==> src/rtl/cfi_pkg.sv <==
// Types shared between the CFI commit-log queue controller and the check scheduler.
package cfi_pkg;

    typedef struct packed {
        logic [31:0] pc;
        logic [31:0] target;
        logic [1:0]  kind;
    } cfi_commit_log_t;

    typedef enum logic [1:0] {
        CFI_FAULT_NONE      = 2'd0,
        CFI_FAULT_VIOLATION = 2'd1,
        CFI_FAULT_TIMEOUT   = 2'd2
    } cfi_fault_cause_t;

endpackage

==> src/rtl/cfi_check_sched.sv <==
// Pops CFI commit-log entries and runs them through the external checker one at a time,
// latching a sticky fault on a violation or a response timeout.
module cfi_check_sched
    import cfi_pkg::*;
#(
    parameter int unsigned TIMEOUT_CYCLES = 1024,
    parameter int unsigned CNT_WIDTH      = 32
) (
    input  logic                 clk_i,
    input  logic                 rst_ni,
    input  logic                 enable_i,
    input  logic                 queue_empty_i,
    input  cfi_commit_log_t      queue_data_i,
    output logic                 queue_pop_o,
    output logic                 chk_req_valid_o,
    input  logic                 chk_req_ready_i,
    output cfi_commit_log_t      chk_req_data_o,
    input  logic                 chk_rsp_valid_i,
    input  logic                 chk_rsp_ok_i,
    output logic                 cfi_busy_o,
    output logic                 cfi_fault_o,
    output cfi_fault_cause_t     cfi_fault_cause_o,
    output logic [CNT_WIDTH-1:0] chk_cnt_o
);

    localparam int unsigned TW = $clog2(TIMEOUT_CYCLES + 1);
    localparam logic [TW-1:0] TMO_LAST = TW'(TIMEOUT_CYCLES - 1);

    typedef enum logic [1:0] {S_IDLE, S_SEND, S_WAIT, S_FAULT} state_e;

    state_e               state_q, state_d;
    cfi_commit_log_t      req_q, req_d;
    logic [TW-1:0]        tmo_q, tmo_d;
    cfi_fault_cause_t     cause_q, cause_d;
    logic [CNT_WIDTH-1:0] cnt_q, cnt_d;
    logic                 pop;

    assign pop = (state_q == S_IDLE) && enable_i && !queue_empty_i;

    always_ff @(posedge clk_i or negedge rst_ni) begin
        if (!rst_ni) begin
            state_q <= S_IDLE;
            req_q   <= '0;
            tmo_q   <= '0;
            cause_q <= CFI_FAULT_NONE;
            cnt_q   <= '0;
        end else begin
            state_q <= state_d;
            req_q   <= req_d;
            tmo_q   <= tmo_d;
            cause_q <= cause_d;
            cnt_q   <= cnt_d;
        end
    end

    always_comb begin
        state_d = state_q;
        req_d   = req_q;
        tmo_d   = tmo_q;
        cause_d = cause_q;
        cnt_d   = cnt_q;
        case (state_q)
            S_IDLE: begin
                if (pop) begin
                    req_d   = queue_data_i;
                    state_d = S_SEND;
                end
            end
            S_SEND: begin
                if (chk_req_ready_i) begin
                    tmo_d   = '0;
                    state_d = S_WAIT;
                end
            end
            S_WAIT: begin
                // A response in the last timeout cycle still wins over the timeout.
                if (chk_rsp_valid_i) begin
                    if (chk_rsp_ok_i) begin
                        if (cnt_q != '1) cnt_d = cnt_q + CNT_WIDTH'(1);
                        state_d = S_IDLE;
                    end else begin
                        cause_d = CFI_FAULT_VIOLATION;
                        state_d = S_FAULT;
                    end
                end else if (tmo_q == TMO_LAST) begin
                    cause_d = CFI_FAULT_TIMEOUT;
                    state_d = S_FAULT;
                end else begin
                    tmo_d = tmo_q + TW'(1);
                end
            end
            S_FAULT: state_d = S_FAULT;
            default: state_d = S_IDLE;
        endcase
    end

    assign queue_pop_o       = pop;
    assign chk_req_valid_o   = (state_q == S_SEND);
    assign chk_req_data_o    = req_q;
    assign cfi_busy_o        = (state_q != S_IDLE);
    assign cfi_fault_o       = (state_q == S_FAULT);
    assign cfi_fault_cause_o = cause_q;
    assign chk_cnt_o         = cnt_q;

endmodule

==> config.mk <==
export PLATFORM = sky130hd
export DESIGN_NAME = cfi_check_sched
export DESIGN_NICKNAME = d
export VERILOG_FILES = /design/src/rtl/cfi_pkg.sv /design/src/rtl/cfi_check_sched.sv
export SDC_FILE = /design/constraint.sdc
export NUM_CORES = 1
export LEC_CHECK = 0
export CAP_MARGIN = 20
export CORE_ASPECT_RATIO = 1.2
export CORE_MARGIN = 1
export CORE_UTILIZATION = 45
export CTS_CLUSTER_DIAMETER = 60
export DETAILED_ROUTE_END_ITERATION = 7
export GPL_TIMING_DRIVEN = 0
export PLACE_DENSITY = 0.88
export RECOVER_POWER = 100
export SLEW_MARGIN = 20
export SYNTH_ARGS = -nofsm -noshare
export SYNTH_HDL_FRONTEND = slang
export SYNTH_SLANG_ARGS = --single-unit
==> constraint.sdc <==
create_clock -name clk_i -period 1.8 [get_ports clk_i]
set_input_delay 0.36 -clock clk_i [delete_from_list [all_inputs] [get_ports clk_i]]
set_output_delay 0.36 -clock clk_i [all_outputs]
set_load 0.05 [all_outputs]
Word level (Yosys, flattened, before mapping):

Cells that the tools add are included.

* add/sub/neg operators: 2
* eq/ne operators: 11
* muxes and demuxes: 13
* reduce and logical (&&, ||, !) cells: 12

Operators with widths (count)
* $mux W11: 3
* $add A32 B1 Y32 const B: 1
* $ne A32 B32 Y1 const B: 1
* $pmux W11 S2: 1
* $mux W2: 8
* $add A11 B1 Y11 const B: 1
* $eq A11 B10 Y1 const B: 1
* $ne A2 B2 Y1 const B: 4
* $pmux W2 S4: 1
* $reduce_and A4 Y1: 2
* $reduce_and A3 Y1: 2
* $reduce_bool A2 Y1: 3
* $eq A2 B2 Y1 const B: 2
* $ne A3 B3 Y1 const B: 1
* $eq A2 B1 Y1 const B: 1
* $logic_and A1 B1 Y1: 2
* $logic_not A2 Y1: 1
* $ne A2 B1 Y1 const B: 1
* $reduce_and A2 Y1: 1
* $logic_not A1 Y1: 1

* bits in registers: 113
* input port bits: 73
* output and inout bits: 104
* word-level logic and storage cells: 45

Logic depth before layout (Yosys ltp):

* depth after elaboration: 5
* depth in mapped cells: 7
* mapped depth without buffers: 6

Worst setup path after synthesis:

OpenSTA, ideal clock, no wires.

* kind: register to register
* start point: reg cnt_q[0] (netlist: chk_cnt_o[0])
* end point: reg cnt_q[21] (netlist: chk_cnt_o[21])
* setup time: 0.145 ns
* arrival time: 1.942 ns
* required time: 1.655 ns
* slack: -0.287 ns
* cell stages (with the launch flop): 6
* buffers on the path: 0
* clock period less this slack: 2.087 ns
* cell sequence: dfrtp_1 ha_1 nand4_2 o311ai_4 nor3_2 xor2_1

* longest elaborated chain between the ends: 2
* elaborated cells between the ends (all ways): 3
* classes of those cells: add/sub: 1; eq/ne: 1; reduce/logical: 1

Ends and longest elaborated chain
* start: declaration: RTL line cfi_check_sched.sv:35 `logic [CNT_WIDTH-1:0] cnt_q, cnt_d;`
* start signal: assignment: RTL line cfi_check_sched.sv:52 `cnt_q <= cnt_d;`
* parallel branches: the longest is 2 deep, another holds $add A32 B1 Y32

Parallel ways; which one is timed is not known.
A chain may end at the register's enable or synchronous reset.

Worst setup path after layout:

* start point: reg state_q[1]
* end point: out queue_pop_o

* longest elaborated chain between the ends: 3

Ends and longest elaborated chain
* start: declaration: RTL line cfi_check_sched.sv:31 `state_e state_q, state_d;`
* start signal: assignment: RTL line cfi_check_sched.sv:48 `state_q <= state_d;`
* $logic_not A2 Y1: RTL line cfi_check_sched.sv:38 `assign pop = (state_q == S_IDLE) && enable_i && !queue_empty_i;`
* $logic_and A1 B1 Y1 (2 in series): RTL line cfi_check_sched.sv:38
* end: declaration: RTL line cfi_check_sched.sv:14 `output logic queue_pop_o,`

Every way passes these cells.

==> impl_metrics.tcl <==
set metrics [dict create \
    status "finished, violations left" \
    violations "DRC, setup timing" \
    rsz0062_at_grt "yes" \
    crit_type "flip-flop to output port" \
    min_from "chk_rsp_valid_i" \
    drc 33 \
    cp.required_ns 1.44 \
    core_area_um2 10600 \
    worst_clock_skew_ns 0.0109 \
    antenna_found_initial 0 \
    n_antenna_cell 0 \
    setup_ws_ns -0.118 \
    multi_input_area_um2 2220 \
    port_buffers 176 \
    worst_slew_pin_slew_ns 0.773 \
    cts_buffers 17 \
    crit_start "state_q[1]" \
    drt_iter0_drc 207 \
    areaGrowthSynthToFinish_pct 60.8 \
    htreeDepth 4 \
    die_w_um 97.7 \
    nets 675 \
    arrival_ns 1.56 \
    routabilityCongestion 0.796 \
    die-area_um2 11400 \
    irDropWorstVdd_v 0.000875 \
    totalWireLength_mm 13.8 \
    ys_seq_area_share_pct 57.2 \
    regArea_um2 2860 \
    fmax_mhz 521 \
    period_share_pct 107 \
    power_density_nw_per_um2 1710 \
    leakagePower_uw 0.00380 \
    synth.distinct_cells 46 \
    ant_nets 0 \
    track_usage_pct 24.5 \
    slew_violations 0 \
    clockBufferDepth 2 \
    synthCells 375 \
    final_common_cell "dlygate4sd2_1" \
    avgViaCountPerCell 5.28 \
    hold_path_class "input pin to flip-flop" \
    start_kind "flip-flop" \
    cts_root_buf "clkbuf_16" \
    first_pass_iters 7 \
    nFillCells 723 \
    drive_gt1_share_pct 34.3 \
    cpMaxStageDelayCell "dfrtp_2" \
    die_h_um 117 \
    start_util_pct 46.5 \
    syn_nets 450 \
    overflow 0 \
    grt_pass1_vias 4111 \
    cts.sinks 113 \
    yosys_warnings 0 \
    slowest_delay_ns 0.40 \
    post_synth_instance_area_um2 4940 \
    wire_per_inst_um 18.6 \
    dpl.hpwl_mm 8.67 \
    relSlewSlack_pct 48.4 \
    grt_pass1_wl_mm 21.4 \
    num_io_pins 177 \
    path_max_fanout 2 \
    mostFrequentLayoutCells "dlygate4sd2_1, dfrtp_1, clkdlybuf4s50_1, mux2_2, dfrtp_2" \
    cts_tree "yes" \
    setup_viol 23 \
    reg2reg_from "state_q[1]" \
    critPathCaptureType "output port" \
    final-hold-violation-count 0 \
    rows 41 \
    fin_util_pct 74.8 \
    avgSynthCellArea_um2 13.2 \
    ys_ff_latch 113 \
    clk_pin_slew_ns 0.06 \
    grt_max_degree 85 \
    vias 3920 \
    path_cells "or2_4 -> nor3b_4 -> buf_6 -> buf_8" \
    worstSkewPairLatency_ns 0.40 \
    drv_cap 0 \
    min_period_ns 1.92 \
    power_uw 13600 \
]
-- where the power goes --
group	switching, uW	internal (uW)	total [uW]
combinational	4070	2010	6080
clock	1130	2460	3580
sequential	514	3390	3900
-- per-stage QoR --
stage               setup TNS [ns]  setup WS [ns]  cell area [um2]  hold slack (ns)  cells
floorplan                   -0.247        -0.0767             5020           0.0644    375
global placement           -451.04          -4.17             6940            0.465    680
detailed placement          -19.24         -0.747             6970            0.253    681
CTS                          -2.42         -0.160             7830            0.394    732
global route                 -4.19         -0.199             7950            0.460    742
finish                       -1.11         -0.118             7950            0.403    742
-- per-layer routing --
metal,vias up,GRT usage (%),share of wire [%]
li1,1798,-,-
met1,1943,27.4,38
met2,156,45.7,54
met3,23,6.71,6.2
met4,0,7.58,1.6
met5,-,0,0
-- final timing paths --
kind / end / slack, ns / cells past startpoint
max: queue_pop_o / -0.12 / 4
min: cfi_fault_cause_o[1] / 0.40 / 2
max reg2reg: chk_req_data_o[53] / -0.09 / 7
min reg2reg: chk_cnt_o[22] / 0.48 / 1
max in group asynchronous: chk_cnt_o[30] / 0.29 / 3
min in group asynchronous: chk_req_data_o[28] / 0.56 / 2
-- cell type report --
| type | instances | share of cell area (%) |
|---|---|---|
| buffer | 10 | 1.43 |
| clock buffer | 23 | 6.14 |
| clock inverter | 9 | 1.92 |
| inverter | 4 | 0.189 |
| multi-input combinational | 247 | 27.9 |
| sequential | 113 | 36.0 |
| tap | 129 | 2.03 |
| timing repair buffer | 207 | 24.4 |
-- what timing repair did --
action,4_1_cts,5_1_grt
hold buffers,1,0
endpoints found under the setup margin,170,98
pin swaps,5,18
endpoints found under the hold margin,29,0
setup buffers,17,11
gates cloned,2,0
resized for setup,163,42
-- critical path, delay by kind of cell, from the launching register on --
kind	cells	cell delay, ns
buffers and inverters	2	0.28
flip-flops	1	0.40
AND/OR/NAND/NOR	2	0.48
-- flip-flops by register name, indices dropped and copies added, names as in the netlist --
signal	count
chk_cnt_o	32
state_q	2
cfi_fault_cause_o	2
chk_req_data_o	66
tmo_q	11
-- cell families (layout without fill, tap and decap cells) --
logic type	count (synthesis)	in the layout	share of synthesized area (%)
xor+xnor	31	31	5.49
buf+inv	15	253	2.15
compound gates	33	33	4.71
simple gates	114	114	14.7
flops	113	113	57.2
mux	67	67	15.3
fa+ha+maj	2	2	0.506
-- cells in the mapped netlist, drive strengths merged --
| cell type | n | area share, % |
|---|---|---|
| nor2 | 25 | 2.3 |
| inv | 4 | 0.30 |
| and2 | 3 | 0.38 |
| o22a | 1 | 0.18 |
| nor3 | 8 | 1.1 |
| a22o | 1 | 0.18 |
| nor4 | 6 | 1.4 |
| nand2b | 2 | 0.25 |
| dfrtp | 113 | 57 |
| clkbuf | 2 | 0.18 |
| a311oi | 2 | 0.35 |
| mux2 | 67 | 15 |
| ha | 2 | 0.51 |
| nand3 | 9 | 0.91 |
| nor3b | 3 | 0.76 |
| buf | 9 | 1.7 |
| xnor2 | 14 | 2.5 |
| nand4b | 2 | 0.35 |
| nor2b | 2 | 0.25 |
| nand4 | 14 | 2.5 |
| o211ai | 1 | 0.15 |
| xor2 | 17 | 3.0 |
| and4 | 5 | 0.99 |
| o311a | 1 | 0.20 |
| o311ai | 1 | 0.53 |
| or2 | 1 | 0.13 |
| a21oi | 5 | 0.51 |
| and3 | 11 | 1.5 |
| o21ai | 18 | 1.8 |
| a21boi | 1 | 0.23 |
| a31oi | 2 | 0.56 |
| nand2 | 23 | 1.8 |
(Power assumes the default switching activity.)
